**src/rtl/ni_flit_tx.sv**
```systemverilog
`default_nettype none
// ============================================================================
// Module   : ni_flit_tx
// Brief    : NI flit transmitter; packetises core words into head/body/tail
//            flits with per-VC credit flow control. Optional NI_TX_STATS_EN
//            adds the pkt_cnt tail-flit counter port.
// Revision : 1.0 - initial release
// ============================================================================
module ni_flit_tx #(
  parameter int VC_NUM    = 4,
  parameter int BUF_DEPTH = 4,
  parameter int DATA_W    = 32,
  parameter int DEST_W    = 4
) (
  input  logic                                  clk,
  input  logic                                  reset,
  input  logic                                  in_valid,
  output logic                                  in_ready,
  input  logic [DATA_W-1:0]                     in_data,
  input  logic [DEST_W-1:0]                     in_dest,
  input  logic                                  in_last,
  output logic [2+$clog2(VC_NUM)+DATA_W-1:0]    flit_out,
  output logic                                  flit_valid,
  input  logic [VC_NUM-1:0]                     credit_in,
  output logic                                  credit_err
`ifdef NI_TX_STATS_EN
  ,
  output logic [15:0]                           pkt_cnt
`endif
);

  localparam int VC_W   = $clog2(VC_NUM);
  localparam int CNT_W  = $clog2(BUF_DEPTH + 1);
  localparam int FLIT_W = 2 + VC_W + DATA_W;

  localparam logic [CNT_W-1:0] C_FULL = CNT_W'(BUF_DEPTH);
  localparam logic [1:0]       C_HEAD = 2'b01;
  localparam logic [1:0]       C_BODY = 2'b00;
  localparam logic [1:0]       C_TAIL = 2'b10;

  typedef enum logic [1:0] {
    IDLE  = 2'd0,
    ALLOC = 2'd1,
    SEND  = 2'd2
  } state_t;

  state_t              r_state;
  state_t              w_state_nxt;
  logic [CNT_W-1:0]    r_credit [VC_NUM];
  logic [VC_NUM-1:0]   r_busy;
  logic [VC_W-1:0]     r_rr_ptr;
  logic [VC_W-1:0]     r_cur_vc;
  logic [FLIT_W-1:0]   r_flit_out;
  logic                r_flit_valid;
  logic                r_credit_err;

  logic                w_found;
  logic [VC_W-1:0]     w_pick;
  logic [VC_W-1:0]     w_idx;
  logic                w_accept;
  logic                w_emit;
  logic                w_alloc;
  logic                w_tail;
  logic [1:0]          w_type;
  logic [VC_W-1:0]     w_emit_vc;
  logic [DATA_W-1:0]   w_payload;
  logic [DATA_W-1:0]   w_dest_ext;
  logic [VC_NUM-1:0]   w_dec;
  logic [VC_NUM-1:0]   w_err;

  always_comb begin
    w_dest_ext               = '0;
    w_dest_ext[DEST_W-1:0]   = in_dest;
  end

  // A VC is eligible only when idle and every downstream slot has been freed.
  always_comb begin
    w_found = 1'b0;
    w_pick  = r_rr_ptr;
    w_idx   = r_rr_ptr;
    for (int i = 0; i < VC_NUM; i++) begin
      w_idx = r_rr_ptr + VC_W'(i);
      if (!w_found && !r_busy[w_idx] && (r_credit[w_idx] == C_FULL)) begin
        w_found = 1'b1;
        w_pick  = w_idx;
      end
    end
  end

  assign in_ready = (r_state == SEND) && (r_credit[r_cur_vc] != '0);
  assign w_accept = in_valid && in_ready;

  always_ff @(posedge clk or posedge reset) begin
    if (reset) r_state <= IDLE;
    else       r_state <= w_state_nxt;
  end

  always_comb begin
    w_state_nxt = r_state;
    w_emit      = 1'b0;
    w_alloc     = 1'b0;
    w_tail      = 1'b0;
    w_type      = C_BODY;
    w_emit_vc   = r_cur_vc;
    w_payload   = in_data;
    case (r_state)
      IDLE: begin
        if (in_valid) w_state_nxt = ALLOC;
      end
      ALLOC: begin
        if (w_found) begin
          w_emit      = 1'b1;
          w_alloc     = 1'b1;
          w_type      = C_HEAD;
          w_emit_vc   = w_pick;
          w_payload   = w_dest_ext;
          w_state_nxt = SEND;
        end
      end
      SEND: begin
        if (w_accept) begin
          w_emit = 1'b1;
          if (in_last) begin
            w_type      = C_TAIL;
            w_tail      = 1'b1;
            w_state_nxt = IDLE;
          end
        end
      end
      default: w_state_nxt = IDLE;
    endcase
  end

  for (genvar g = 0; g < VC_NUM; g++) begin : g_vc
    assign w_dec[g] = w_emit && (w_emit_vc == VC_W'(g));
    assign w_err[g] = credit_in[g] && (r_credit[g] == C_FULL);
  end

  // Send and return in the same cycle cancel; a return at full saturates.
  always_ff @(posedge clk or posedge reset) begin
    if (reset) begin
      for (int v = 0; v < VC_NUM; v++) r_credit[v] <= C_FULL;
    end else begin
      for (int v = 0; v < VC_NUM; v++) begin
        if (w_dec[v] && !credit_in[v])
          r_credit[v] <= r_credit[v] - CNT_W'(1);
        else if (credit_in[v] && !w_dec[v] && (r_credit[v] != C_FULL))
          r_credit[v] <= r_credit[v] + CNT_W'(1);
      end
    end
  end

  always_ff @(posedge clk or posedge reset) begin
    if (reset) begin
      r_busy   <= '0;
      r_rr_ptr <= '0;
      r_cur_vc <= '0;
    end else begin
      if (w_alloc) begin
        r_busy[w_pick] <= 1'b1;
        r_cur_vc       <= w_pick;
        r_rr_ptr       <= w_pick + VC_W'(1);
      end
      if (w_tail) r_busy[r_cur_vc] <= 1'b0;
    end
  end

  always_ff @(posedge clk or posedge reset) begin
    if (reset) begin
      r_flit_valid <= 1'b0;
      r_flit_out   <= '0;
      r_credit_err <= 1'b0;
    end else begin
      r_flit_valid <= w_emit;
      if (w_emit) r_flit_out <= {w_type, w_emit_vc, w_payload};
      if (|w_err) r_credit_err <= 1'b1;
    end
  end

  assign flit_out   = r_flit_out;
  assign flit_valid = r_flit_valid;
  assign credit_err = r_credit_err;

`ifdef NI_TX_STATS_EN
  logic [15:0] r_pkt_cnt;

  always_ff @(posedge clk or posedge reset) begin
    if (reset)       r_pkt_cnt <= '0;
    else if (w_tail) r_pkt_cnt <= r_pkt_cnt + 16'd1;
  end

  assign pkt_cnt = r_pkt_cnt;
`endif

endmodule
`default_nettype wire

```
**config.mk**
```make
export PLATFORM = sky130hd
export DESIGN_NAME = ni_flit_tx
export DESIGN_NICKNAME = d
export VERILOG_FILES = /design/src/rtl/ni_flit_tx.sv
export SDC_FILE = /design/constraint.sdc
export NUM_CORES = 1
export LEC_CHECK = 0
export BUFFER_PORTS_ARGS = -buffer_cell sky130_fd_sc_hd__buf_2
export CORE_MARGIN = 2
export CORE_UTILIZATION = 40
export CTS_BUF_LIST = sky130_fd_sc_hd__clkbuf_16
export CTS_CLUSTER_DIAMETER = 80
export DETAILED_ROUTE_END_ITERATION = 16
export GPL_ROUTABILITY_DRIVEN = 0
export PLACE_DENSITY_LB_ADDON = 0.12
export SYNTH_ARGS = -nofsm -noshare
export SYNTH_HDL_FRONTEND = slang
export SYNTH_SLANG_ARGS = --single-unit
```
**constraint.sdc**
```tcl
create_clock -name clk -period 3.7 [get_ports clk]
set_clock_uncertainty 0.05 [all_clocks]
set_input_delay 0.185 -clock clk [delete_from_list [all_inputs] [get_ports clk]]
set_output_delay 0.185 -clock clk [all_outputs]
set_load 0.005 [all_outputs]
```
* Yosys cells after proc, flatten, opt, wreduce, memory -nomap -nowiden
Cells that the tools add are included.
** Operators by class
- Div/mod/pow operators :: 0
- Muxes and demuxes :: 64
- Shift-type cells :: 0
- Add/subtract/negate cells :: 12
- Bitwise gates (word level) :: 8
- Multiply operators :: 0
- Reductions and logical operators :: 55
- Equality and inequality tests :: 21
- Order comparisons :: 13
** Operators by type and width (count)
- $mux W32 :: 2
- $mux W3 :: 18
- $logic_and A1 B1 Y1 :: 31
- $bmux W3 S2 :: 5
- $eq A3 B3 Y1 const B :: 8
- $mux W2 :: 11
- $lt A2 B3 Y1 const B :: 6
- $mux W1 :: 17
- $ge A3 B3 Y1 const B :: 5
- $logic_not A1 Y1 :: 15
- $not A2 Y3 :: 5
- $add A3 B1 Y3 const B :: 4
- $ne A3 B3 Y1 const B :: 4
- $sub A3 B1 Y3 const B :: 4
- $bmux W1 S2 :: 4
- $mux W4 :: 2
- $ne A2 B2 Y1 const B :: 4
- $reduce_bool A2 Y1 :: 4
- $eq A2 B2 Y1 const B :: 3
- $pmux W2 S3 :: 1
- $add A2 B1 Y2 const B :: 2
- $add A2 B2 Y2 const B :: 2
- $and A4 B4 Y4 :: 1
- $demux W1 S2 :: 2
- other kinds (10) :: 13
** Word-level totals
- Input bits :: 44
- Memory bits (writable) :: 0
- Bits in latches :: 0
- Output and inout bits :: 39
- Register bits :: 60
- Memory bits (read-only) :: 0
- Memories kept :: 0
- Word-level logic and storage cells :: 184

* Depth between registers and ports, before layout
Gate-level depths: netlist of the first run.
- Word-level depth :: 28
- Mapped depth :: 17
- Gate-level depth less buffers :: 16

* Least setup slack after synthesis of the first run
No wires, ideal clock.
- Kind :: reg-to-reg
- Start point :: register r_credit[2] in the netlist's numbering
- End point :: register r_credit[8] in the netlist's numbering
- Cell stages (with the launch flop) :: 13
- Library setup time :: 0.090 ns
- Period minus slack after synthesis :: 3.756 ns
- Data arrival time :: 3.616 ns
- Slack :: -0.056 ns
- Required time :: 3.560 ns
- Cell sequence :: dfstp_2 > buf_2 > or4b_1 > nand4_1 > a21oi_2 > a2111oi_4 > mux2i_1 > buf_2 > nand3_1 > fa_1 > a21o_1 > a2111oi_0 > nor2_1
** Between the ends
- Longest elaborated chain between the ends :: 26
** RTL lines
- start: declaration :: RTL line 49 : logic [CNT_W-1:0] r_credit [VC_NUM];
- start signal: indexed assignment :: RTL line 146 : r_credit[v] <= r_credit[v] - CNT_W'(1);
- start signal: indexed assignment :: RTL line 148 : r_credit[v] <= r_credit[v] + CNT_W'(1);
- $bmux W3 S2 :: RTL line 83 : if (!w_found && !r_busy[w_idx] && (r_credit[w_idx] == C_FULL)) begin
- $mux W3 (not written as such) (2 in series) :: RTL line 83
- $eq A3 B3 Y1 :: RTL line 83
- $logic_and A1 B1 Y1 :: RTL line 83
- $mux W1 :: RTL line 83
- $logic_not A1 Y1 :: RTL line 83
- $logic_and A1 B1 Y1 (2 in series) :: RTL line 83
- $mux W1 :: RTL line 83
- (+7 left out)
- $mux W2 / $mux W1 (equally long branches) :: RTL line 83
- $mux W2 :: RTL line 111 : if (w_found) begin
- $mux W2 :: RTL line 106 : case (r_state)
- $eq A2 B1 Y1 :: RTL line 135 : assign w_dec[g] = w_emit && (w_emit_vc == VC_W'(g));
- $logic_and A1 B1 Y1 * :: RTL line 135
- $logic_not A1 Y1 :: RTL line 147 : else if (credit_in[v] && !w_dec[v] && (r_credit[v] != C_FULL))
- $logic_and A1 B1 Y1 (2 in series) :: RTL line 147
- $reduce_bool A2 Y1 (no line)
Mark *: on every way between the ends. The rest lies on a longest branch, timed or not. The select of a mux whose other input is x is not followed.
A chain may end at the register's enable or synchronous reset.

* Worst setup path in the final report of the first run
- Start point :: register r_credit[8] in the netlist's numbering
- End point :: register r_credit[10] in the netlist's numbering
** Between the ends
- Longest elaborated chain between the ends :: 26
** RTL lines (RTL line)
- $bmux W3 S2 :: 83
- $mux W3 (not written as such) (2 in series) :: 83
- $eq A3 B3 Y1 :: 83
- $logic_and A1 B1 Y1 :: 83
- $mux W1 :: 83
- $logic_not A1 Y1 :: 83
- $logic_and A1 B1 Y1 (2 in series) :: 83
- $mux W1 :: 83
- (+7 left out)
- $mux W2 / $mux W1 (equally long branches) :: 83
- $mux W2 :: 111
- $mux W2 :: 106
- $logic_not A2 Y1 :: 135
- $logic_and A1 B1 Y1 * :: 135
- $logic_not A1 Y1 :: 147
- $logic_and A1 B1 Y1 (2 in series) :: 147
- $reduce_bool A2 Y1 (no line)
Marked as above.

==> results of run 1 <==
==> cell usage after synthesis, types with 5 or more instances <==
cell / instances
a21oi_1: 15
a22o_1: 31
a22oi_1: 5
a31oi_1: 12
buf_2: 8
clkbuf_1: 13
dfrtp_1: 56
ha_1: 8
inv_1: 27
nand2_1: 33
nand3_1: 16
nor2_1: 26
nor3_1: 14
nor4_1: 5
o21ai_0: 12
==> sequential cells by signal, indices dropped and copies added (netlist names) <==
name,flops
flit_valid,1
r_busy,4
r_state,2
flit_out,36
r_cur_vc,2
credit_err,1
r_credit,12
r_rr_ptr,2
==> power breakdown <==
group	leakage, uW	total [uW]	internal (uW)	switching [uW]
logic	0.00126	1600	752	851
clock network	0.000137	830	517	313
registers	0.000728	1170	945	226
==> worst paths after layout <==
kind / start / to / slack [ns] / depth (start not counted)
min: in_data[5] / flit_out[5] / 0.01 / 2
max in group asynchronous: reset / r_credit[11] / 2.19 / 4
min reg2reg: r_cur_vc[0] / r_busy[1] / 0.44 / 1
max: r_credit[8] / r_credit[10] / 0.13 / 11
min in group asynchronous: reset / flit_out[11] / 0.51 / 3
max reg2reg: r_credit[8] / r_credit[10] / 0.13 / 11
==> per-stage QoR <==
stage | utilization (%) | setup WS, ns | hold WS [ns] | area [um2]
4_1_cts | 52.4 | 0.0909 | 0.00742 | 4500
6_report | 53.0 | 0.132 | 0.0142 | 4550
3_3_place_gp | 48.8 | 0.168 | 0.335 | 4200
3_5_place_dp | 48.8 | 0.114 | 0.337 | 4200
5_1_grt | 53.0 | 0.00778 | 0.0167 | 4550
2_1_floorplan | - | 0.00915 | 0.268 | 3510
==> critical path: stages, from the launching register on <==
cell       delay [ns]
dfstp_2          0.59
or4b_1           0.53
nand4_2          0.14
a21oi_2          0.08
a2111oi_4        0.38
buf_4            0.18
mux2_4           0.30
nor2_1           0.21
nand2_1          0.10
fa_1             0.50
a22oi_1          0.10
mux2_2           0.28
==> per-layer routing <==
metal  track usage [%]  wire length (um)  share of wire [%]
met5                 0                 0                  0
met4              9.83               252                2.7
met3              3.45               475                5.1
met2              29.5              4160                 45
met1              28.4              4370                 47
==> cell families (layout without fill, tap and decap cells) <==
family          count (synthesis)  after routing  synth area share [%]
simple gates                  117            117                  17.4
flops                          60             60                  43.0
compound gates                113            113                  24.4
xor+xnor                        1              1                 0.250
mux                            11             11                  3.82
buf+inv                        51            162                  6.07
fa+ha+maj                      12             12                  5.14
==> cell type report <==
class                      count  area [um2]
fill                         808        4040
multi-input combinational    254        1820
sequential                    60        1510
timing repair buffer         119         691
clock buffer                   9         225
tap                          108         135
inverter                      27         101
clock inverter                 7        66.3
==> what timing repair did <==
item / 4_1_cts / 5_1_grt
hold buffers: 1 / 0
endpoints found under the hold margin: 29 / 0
buffers inserted: 0 / 3
resized for setup: 0 / 8
setup endpoints to repair: 0 / 5
==> results by group, run 1 <==
STA
  • FMAX: 0.280 GHz
  • Setup TNS: 0 ns
  • Tcrit/Tclk final: 96.4%
  • Final min period: 3.57 ns
  • Setup violators final: 0
  • Final Hold Fails: 0
  • Rel. slew slack: 45.8%
  • Fin. max-slew vios: 0
  • Worst Tran Pin Value: 0.812 ns
  • RSZ-0062 raised after global routing: no

Yosys
  • Mapped cell area: 3510 um2
  • Area leader, netlist: dfrtp_1
  • Seq cells post-synth: 60
  • Ys Warns: 0
  • Asr flop ratio synth: 100%
  • Main flop type after synthesis: dfrtp_1
  • Top post-synthesis cells by area: dfrtp_1 40%, a22o_1 7.7%, nand2_1 3.5%
  • Seq/Total Area, Yosys: 43.0%
  • Number of flops mapped to enable cells by yosys: 0
  • Post-Syn Instances: 365
  • Count of cell types in the netlist: 61
  • Net Count, Synth: 421
  • Mapped Avg Cell Area: 9.61 um2
  • Synth top area share: 40.0%

Routing
  • Post-route DRC: 0
  • Routed len/inst: 15.8 um
  • Final ANT Viol Nets: 0
  • First-pass DRT Iterations: 5
  • Post-Route WL: 9.26 mm
  • Vias: 3204
  • Vias per cell: 5.49
  • Initial drt markers: 197

Clock network
  • Clock transition at path regs: 0.06 ns
  • Longest Clk Path Bufs: 2
  • TritonCTS Sinks: 60
  • Clk root buf: clkbuf_16
  • CTS HTree Levels: 3
  • TritonCTS clock tree: built
  • Cts bufs inserted: 9
  • Clock Latency Late Sink: 0.33 ns

Final layout
  • Share of cells above drive strength 1: 33.6%
  • Most frequent cells in the layout: 82 x buf_2, 55 x dfrtp_1, 36 x buf_4
  • N_diodes: 0
  • Commonest non-fill, non-tap cell in the layout: buf_2
  • Layout net count: 527
  • Non-filler cells in the finished layout: 584
  • Layout area overhead: 29.8%

Global route
  • Vias in the first global route: 3128
  • Initial antenna violation count: 0
  • Pin count of the biggest net entering global routing: 39
  • GRT overflow: 0
  • Gr usage total: 20.0%
  • First-pass GRT wire length: 15.4 mm

Pwr
  • PD cells: 792 nW/um2
  • Pleak: 0.00213 uW
  • Total power: 3600 uW
  • Peak supply drop: 0.000439 V

Outcome
  • Outcome: finished clean

Setup path
  • CP startpoint kind: flip-flop
  • CP max FO: 8
  • CP endpoint kind: flip-flop
  • Crit path kind: reg -> reg
  • CP Data Required Time: 3.86 ns
  • Worst EP arrival: 3.73 ns

Floorplanning
  • Core area: 8590 um2
  • Chip Width: 97.6 um
  • # rows: 34
  • Die area: 9530 um2
  • Vert. Die Dim: 97.6 um
  • Initial Util: 40.8%
  • I/O Pins: 83

Job
  • MaxCap Viol Count: 0

Place
  • Placed Cells: 564
  • I/O Buffers: 82
  • HPWL after detailed placement: 6.65 mm

Min path
  • Worst hold path type: in -> reg
(Power assumes the default switching activity.)
==> run 2: changes to the inputs <==
--- a/config.mk
+++ b/config.mk
@@ -5,7 +5,8 @@
 export SDC_FILE = /design/constraint.sdc
 export NUM_CORES = 1
 export LEC_CHECK = 0
-export BUFFER_PORTS_ARGS = -buffer_cell sky130_fd_sc_hd__buf_2
+export BUFFER_PORTS_ARGS = -buffer_cell sky130_fd_sc_hd__clkbuf_2
+export CAP_MARGIN = 30
 export CORE_MARGIN = 2
 export CORE_UTILIZATION = 40
 export CTS_BUF_LIST = sky130_fd_sc_hd__clkbuf_16
==> constraint.sdc (replaced) <==
create_clock -name clk -period 4 [get_ports clk]
set_clock_uncertainty 0.05 [all_clocks]
set_input_delay 0.2 -clock clk [delete_from_list [all_inputs] [get_ports clk]]
set_output_delay 0.2 -clock clk [all_outputs]
set_load 0.005 [all_outputs]
==> results by group, run 2 (same netlist as run 1, synthesis figures left out) <==
Outcome
  • Outcome: finished clean

Floorplanning
  • Vert. Die Dim: 97.6 um
  • Die area: 9530 um2
  • Chip Width: 97.6 um
  • I/O Pins: 83
  • Core area: 8590 um2
  • # rows: 34
  • Initial Util: 40.8%

Clock network
  • Cts bufs inserted: 9
  • TritonCTS clock tree: built
  • TritonCTS Sinks: 60
  • Clock Latency Late Sink: 0.33 ns
  • CTS HTree Levels: 3
  • Clk root buf: clkbuf_16
  • Longest Clk Path Bufs: 2
  • Clock transition at path regs: 0.06 ns

Routing
  • Initial drt markers: 143
  • Post-route DRC: 0
  • Vias: 3125
  • Routed len/inst: 15.4 um
  • Final ANT Viol Nets: 0
  • First-pass DRT Iterations: 4
  • Post-Route WL: 8.71 mm
  • Vias per cell: 5.54

Setup path
  • Worst EP arrival: 3.97 ns
  • Crit path kind: reg -> reg
  • CP startpoint kind: flip-flop
  • FF-to-FF path depth: 13
  • CP max FO: 11
  • CP Data Required Time: 4.22 ns
  • CP endpoint kind: flip-flop

Global route
  • First-pass GRT wire length: 14.7 mm
  • Pin count of the biggest net entering global routing: 37
  • Initial antenna violation count: 0
  • Gr usage total: 19.0%
  • GRT overflow: 0
  • Vias in the first global route: 2964

STA
  • Tcrit/Tclk final: 93.9%
  • Rel. slew slack: 54.4%
  • Worst Tran Pin Value: 0.678 ns
  • Hold WS: 0.0310 ns
  • Setup violators final: 0
  • Setup TNS: 0 ns
  • Final min period: 3.76 ns
  • Setup ws final: 0.245 ns
  • FMAX: 0.266 GHz
  • Fin. max-slew vios: 0
  • RSZ-0062 raised after global routing: no
  • Final Hold Fails: 0

Place
  • HPWL after detailed placement: 6.28 mm
  • Pre-CTS setup slack: 0.129 ns
  • I/O Buffers: 82

Pwr
  • PD cells: 746 nW/um2
  • Peak supply drop: 0.000286 V
  • Pleak: 0.00204 uW

Final layout
  • N_diodes: 0
  • Commonest non-fill, non-tap cell in the layout: clkbuf_2
  • Share of cells above drive strength 1: 30.3%
  • Final design utilization: 51.3%
  • Layout net count: 507
  • Largest register FFs: 36
  • Layout area overhead: 25.8%
  • Most frequent cells in the layout: 82 x clkbuf_2, 56 x dfrtp_1, 33 x nand2_1

Min path
  • Worst hold path type: in -> reg
  • Hold Path Depth: 2

Job
  • MaxCap Viol Count: 0
## run 2: changes by cell type in the layout (fill, tap and decap cells not counted), sizes merged
| cell | previous run | this run |
|---|---|---|
| buf | 118 | 16 |
| bufinv | 1 | 2 |
| clkbuf | 9 | 91 |
| clkinvlp | 2 | 1 |
## run 2: cell type report
cell class,instances,area (um2)
Clock inverter,7,98.8
Tap cell,108,135
Timing Repair Buffer,99,541
Fill cell,815,4180
Inverter,27,101
Sequential cell,60,1510
Multi-Input combinational cell,254,1800
Clock buffer,9,225
## run 2: path summary, 6_finish.rpt
| path | from | end | slack [ns] |
|---|---|---|---|
| min in group asynchronous | reset | flit_out[6] | 0.43 |
| max in group asynchronous | reset | r_credit[11] | 2.58 |
| worst max-delay path | r_credit[5] | r_credit[2] | 0.24 |
| worst min register to register | flit_out[32] | flit_out[32] | 0.44 |
| worst min-delay path | in_data[24] | flit_out[24] | 0.03 |
| worst max register to register | r_credit[5] | r_credit[2] | 0.24 |
## run 2: per-layer routing
metal | global-route usage (%) | wire length (um)
met5 | 0 | 0
met1 | 25.9 | 4110
met3 | 3.38 | 396
met4 | 8.44 | 144
met2 | 29.7 | 4070
## run 2: critical path, cell delays in order, from the launching register on
cell and delay, ns:
dfstp_2 0.64, or4b_4 0.54, nand4_2 0.12, a21oi_2 0.07, a2111oi_4 0.47, mux2i_2 0.17
buf_4 0.20, a21oi_2 0.20, nand2_1 0.09, fa_1 0.41, nor2_1 0.18, nor2_1 0.07
a221oi_1 0.30, o211a_1 0.19
## run 2: what timing repair did
| item | 4_1_cts | 5_1_grt |
|---|---|---|
| resized for setup | 0 | 3 |
| endpoints found under the setup margin | 0 | 1 |
| setup buffers | 0 | 0 |
| hold endpoints to repair | 29 | 0 |
| hold buffers | 1 | 0 |
## run 2: power by group
part           switching (uW)  internal (uW)  total, uW  leakage [uW]
clock network             288            548        836      0.000156
logic                     705            620       1320       0.00116
registers                 258            874       1130      0.000729
## run 2: stage by stage
| stage | instance area, um2 | instances | total power, uW |
|---|---|---|---|
| 6_report | 4410 | 564 | 3290 |
| 5_1_grt | 4410 | 564 | 3550 |
| 4_1_cts | 4400 | 564 | 3310 |
| 2_1_floorplan | 3510 | 365 | 2000 |
| 3_5_place_dp | 4070 | 547 | 2450 |
| 3_3_place_gp | 4070 | 547 | 2430 |
==> run 3: changes to the inputs <==
--- a/config.mk
+++ b/config.mk
@@ -7,7 +7,6 @@
 export LEC_CHECK = 0
 export BUFFER_PORTS_ARGS = -buffer_cell sky130_fd_sc_hd__clkbuf_2
 export CAP_MARGIN = 30
-export CORE_MARGIN = 2
 export CORE_UTILIZATION = 40
 export CTS_BUF_LIST = sky130_fd_sc_hd__clkbuf_16
 export CTS_CLUSTER_DIAMETER = 80
==> constraint.sdc (replaced) <==
create_clock -name clk -period 4 [get_ports clk]
set_clock_uncertainty 0.05 [all_clocks]
set_input_delay 0.2 -clock clk [delete_from_list [all_inputs] [get_ports clk]]
set_output_delay 0.2 -clock clk [all_outputs]
set_load 0.1 [all_outputs]
==> results by group, run 3 (same netlist as run 1, synthesis figures left out) <==
Global route
  • Vias in the first global route: 2907
  • First-pass GRT wire length: 14.0 mm
  • GRT overflow: 0
  • Pin count of the biggest net entering global routing: 37
  • Gr usage total: 20.1%
  • Initial antenna violation count: 0

Routing
  • Vias: 3106
  • Final ANT Viol Nets: 0
  • Routed len/inst: 15.7 um
  • Post-Route WL: 8.77 mm
  • Post-route DRC: 0
  • Initial drt markers: 155
  • Vias per cell: 5.56
  • First-pass DRT Iterations: 4

Setup path
  • CP max FO: 16
  • CP endpoint kind: flip-flop
  • Crit path kind: reg -> reg
  • CP Data Required Time: 4.21 ns
  • Worst EP arrival: 3.98 ns
  • CP startpoint kind: flip-flop
  • FF-to-FF path depth: 13
  • Worst R2R Start: r_credit[2]
  • R2R setup slack: 0.23 ns
  • Reg2reg end: r_credit[2]

Clock network
  • Clock transition at path regs: 0.06 ns
  • Longest Clk Path Bufs: 2
  • CTS HTree Levels: 3
  • Cts bufs inserted: 9
  • Clk root buf: clkbuf_16
  • Post-CTS Setup Bufs: 0
  • TritonCTS clock tree: built
  • TritonCTS Sinks: 60
  • Clock Latency Late Sink: 0.32 ns

STA
  • Fin. max-slew vios: 0
  • Setup violators final: 0
  • Worst Tran Pin Value: 0.613 ns
  • Final Hold Fails: 0
  • FMAX: 0.265 GHz
  • Setup TNS: 0 ns
  • Final min period: 3.77 ns
  • Rel. slew slack: 59.1%
  • RSZ-0062 raised after global routing: no
  • Tcrit/Tclk final: 94.2%

Job
  • MaxCap Viol Count: 0

Floorplanning
  • Initial Util: 42.0%
  • I/O Pins: 83
  • # rows: 33
  • Chip Width: 95.6 um
  • Core area: 8340 um2
  • Vert. Die Dim: 95.6 um
  • Die area: 9140 um2

Final layout
  • Layout area overhead: 23.9%
  • Layout net count: 505
  • Most frequent cells in the layout: 82 x clkbuf_2, 56 x dfrtp_1, 33 x nand2_1
  • Largest register FFs: 36
  • Commonest non-fill, non-tap cell in the layout: clkbuf_2
  • N_diodes: 0
  • Share of cells above drive strength 1: 29.5%

Min path
  • Hold Path Sink: flit_out[12]
  • Worst hold start: in_data[12]
  • Worst hold path type: in -> reg
  • Hold Path Depth: 2

Outcome
  • Outcome: finished clean

Place
  • I/O Buffers: 82
  • HPWL after detailed placement: 6.30 mm
## run 3: cell types whose count changed in the layout (fill, tap and decap cells not counted), moves of 2 or more
cell	change
clkinvlp_4	+2
clkinv_4	-2
buf_4	-2
bufinv_16	-2
## run 3: layout make-up
class	count	area, um2
multi-input cells	254	1810
inverters	27	101
repair buffers	97	526
flip-flops and latches	60	1510
fillers	778	4000
well taps	105	131
clock inverters	7	45.0
clock buffers	9	225
## run 3: routing by layer
| metal | GRT usage (%) | vias to the layer above | routed length, um |
|---|---|---|---|
| met2 | 31.4 | 103 | 4150 |
| met4 | 6.34 | 0 | 51 |
| met5 | 0 | - | 0 |
| met1 | 27.9 | 1483 | 4160 |
| li1 | - | 1514 | - |
| met3 | 3.83 | 6 | 413 |
## run 3: through the flow
step           cells  area [um2]  util, %  hold WS [ns]  worst slack, ns
6_report         559        4340     52.1        0.0407            0.233
5_1_grt          559        4340     52.1        0.0355           0.0129
4_1_cts          559        4330     51.9        0.0308            0.162
3_5_place_dp     542        4050     48.5         0.258            0.173
3_3_place_gp     542        4050     48.5         0.252            0.288
2_1_floorplan    365        3510        -         0.283            0.244
## run 3: what timing repair did
item | 4_1_cts | 5_1_grt
hold endpoints to repair | 25 | 0
gates resized for setup | 0 | 3
hold buffers | 1 | 0
endpoints found under the setup margin | 0 | 3
## run 3: how the worst max path moves through the flow
stage / startpoint / endpoint / slack (ns) / cells after the start
after floorplan: r_credit[2] / r_credit[8] / 0.24 / 12
after global placement: r_credit[2] / r_credit[2] / 0.29 / 14
after detailed placement: r_credit[2] / r_credit[2] / 0.17 / 14
after CTS: r_credit[2] / r_credit[2] / 0.16 / 14
after global routing: r_credit[2] / r_credit[5] / 0.01 / 14
final: r_credit[2] / r_credit[2] / 0.23 / 13
## run 3: critical path, cell delays in order, from the launching register on
cell       delay [ns]
dfstp_2          0.63
or4b_1           0.57
nand4_1          0.16
a21oi_2          0.08
a2111oi_4        0.44
mux2i_1          0.14
buf_4            0.21
a21oi_2          0.21
nand2_1          0.09
fa_1             0.41
nor2_1           0.19
nor2_1           0.07
a221oi_1         0.28
o211a_1          0.18
Power of run 3 is not shown: default switching activity piles up to over one toggle a cycle in this logic, so the estimate is an artifact.
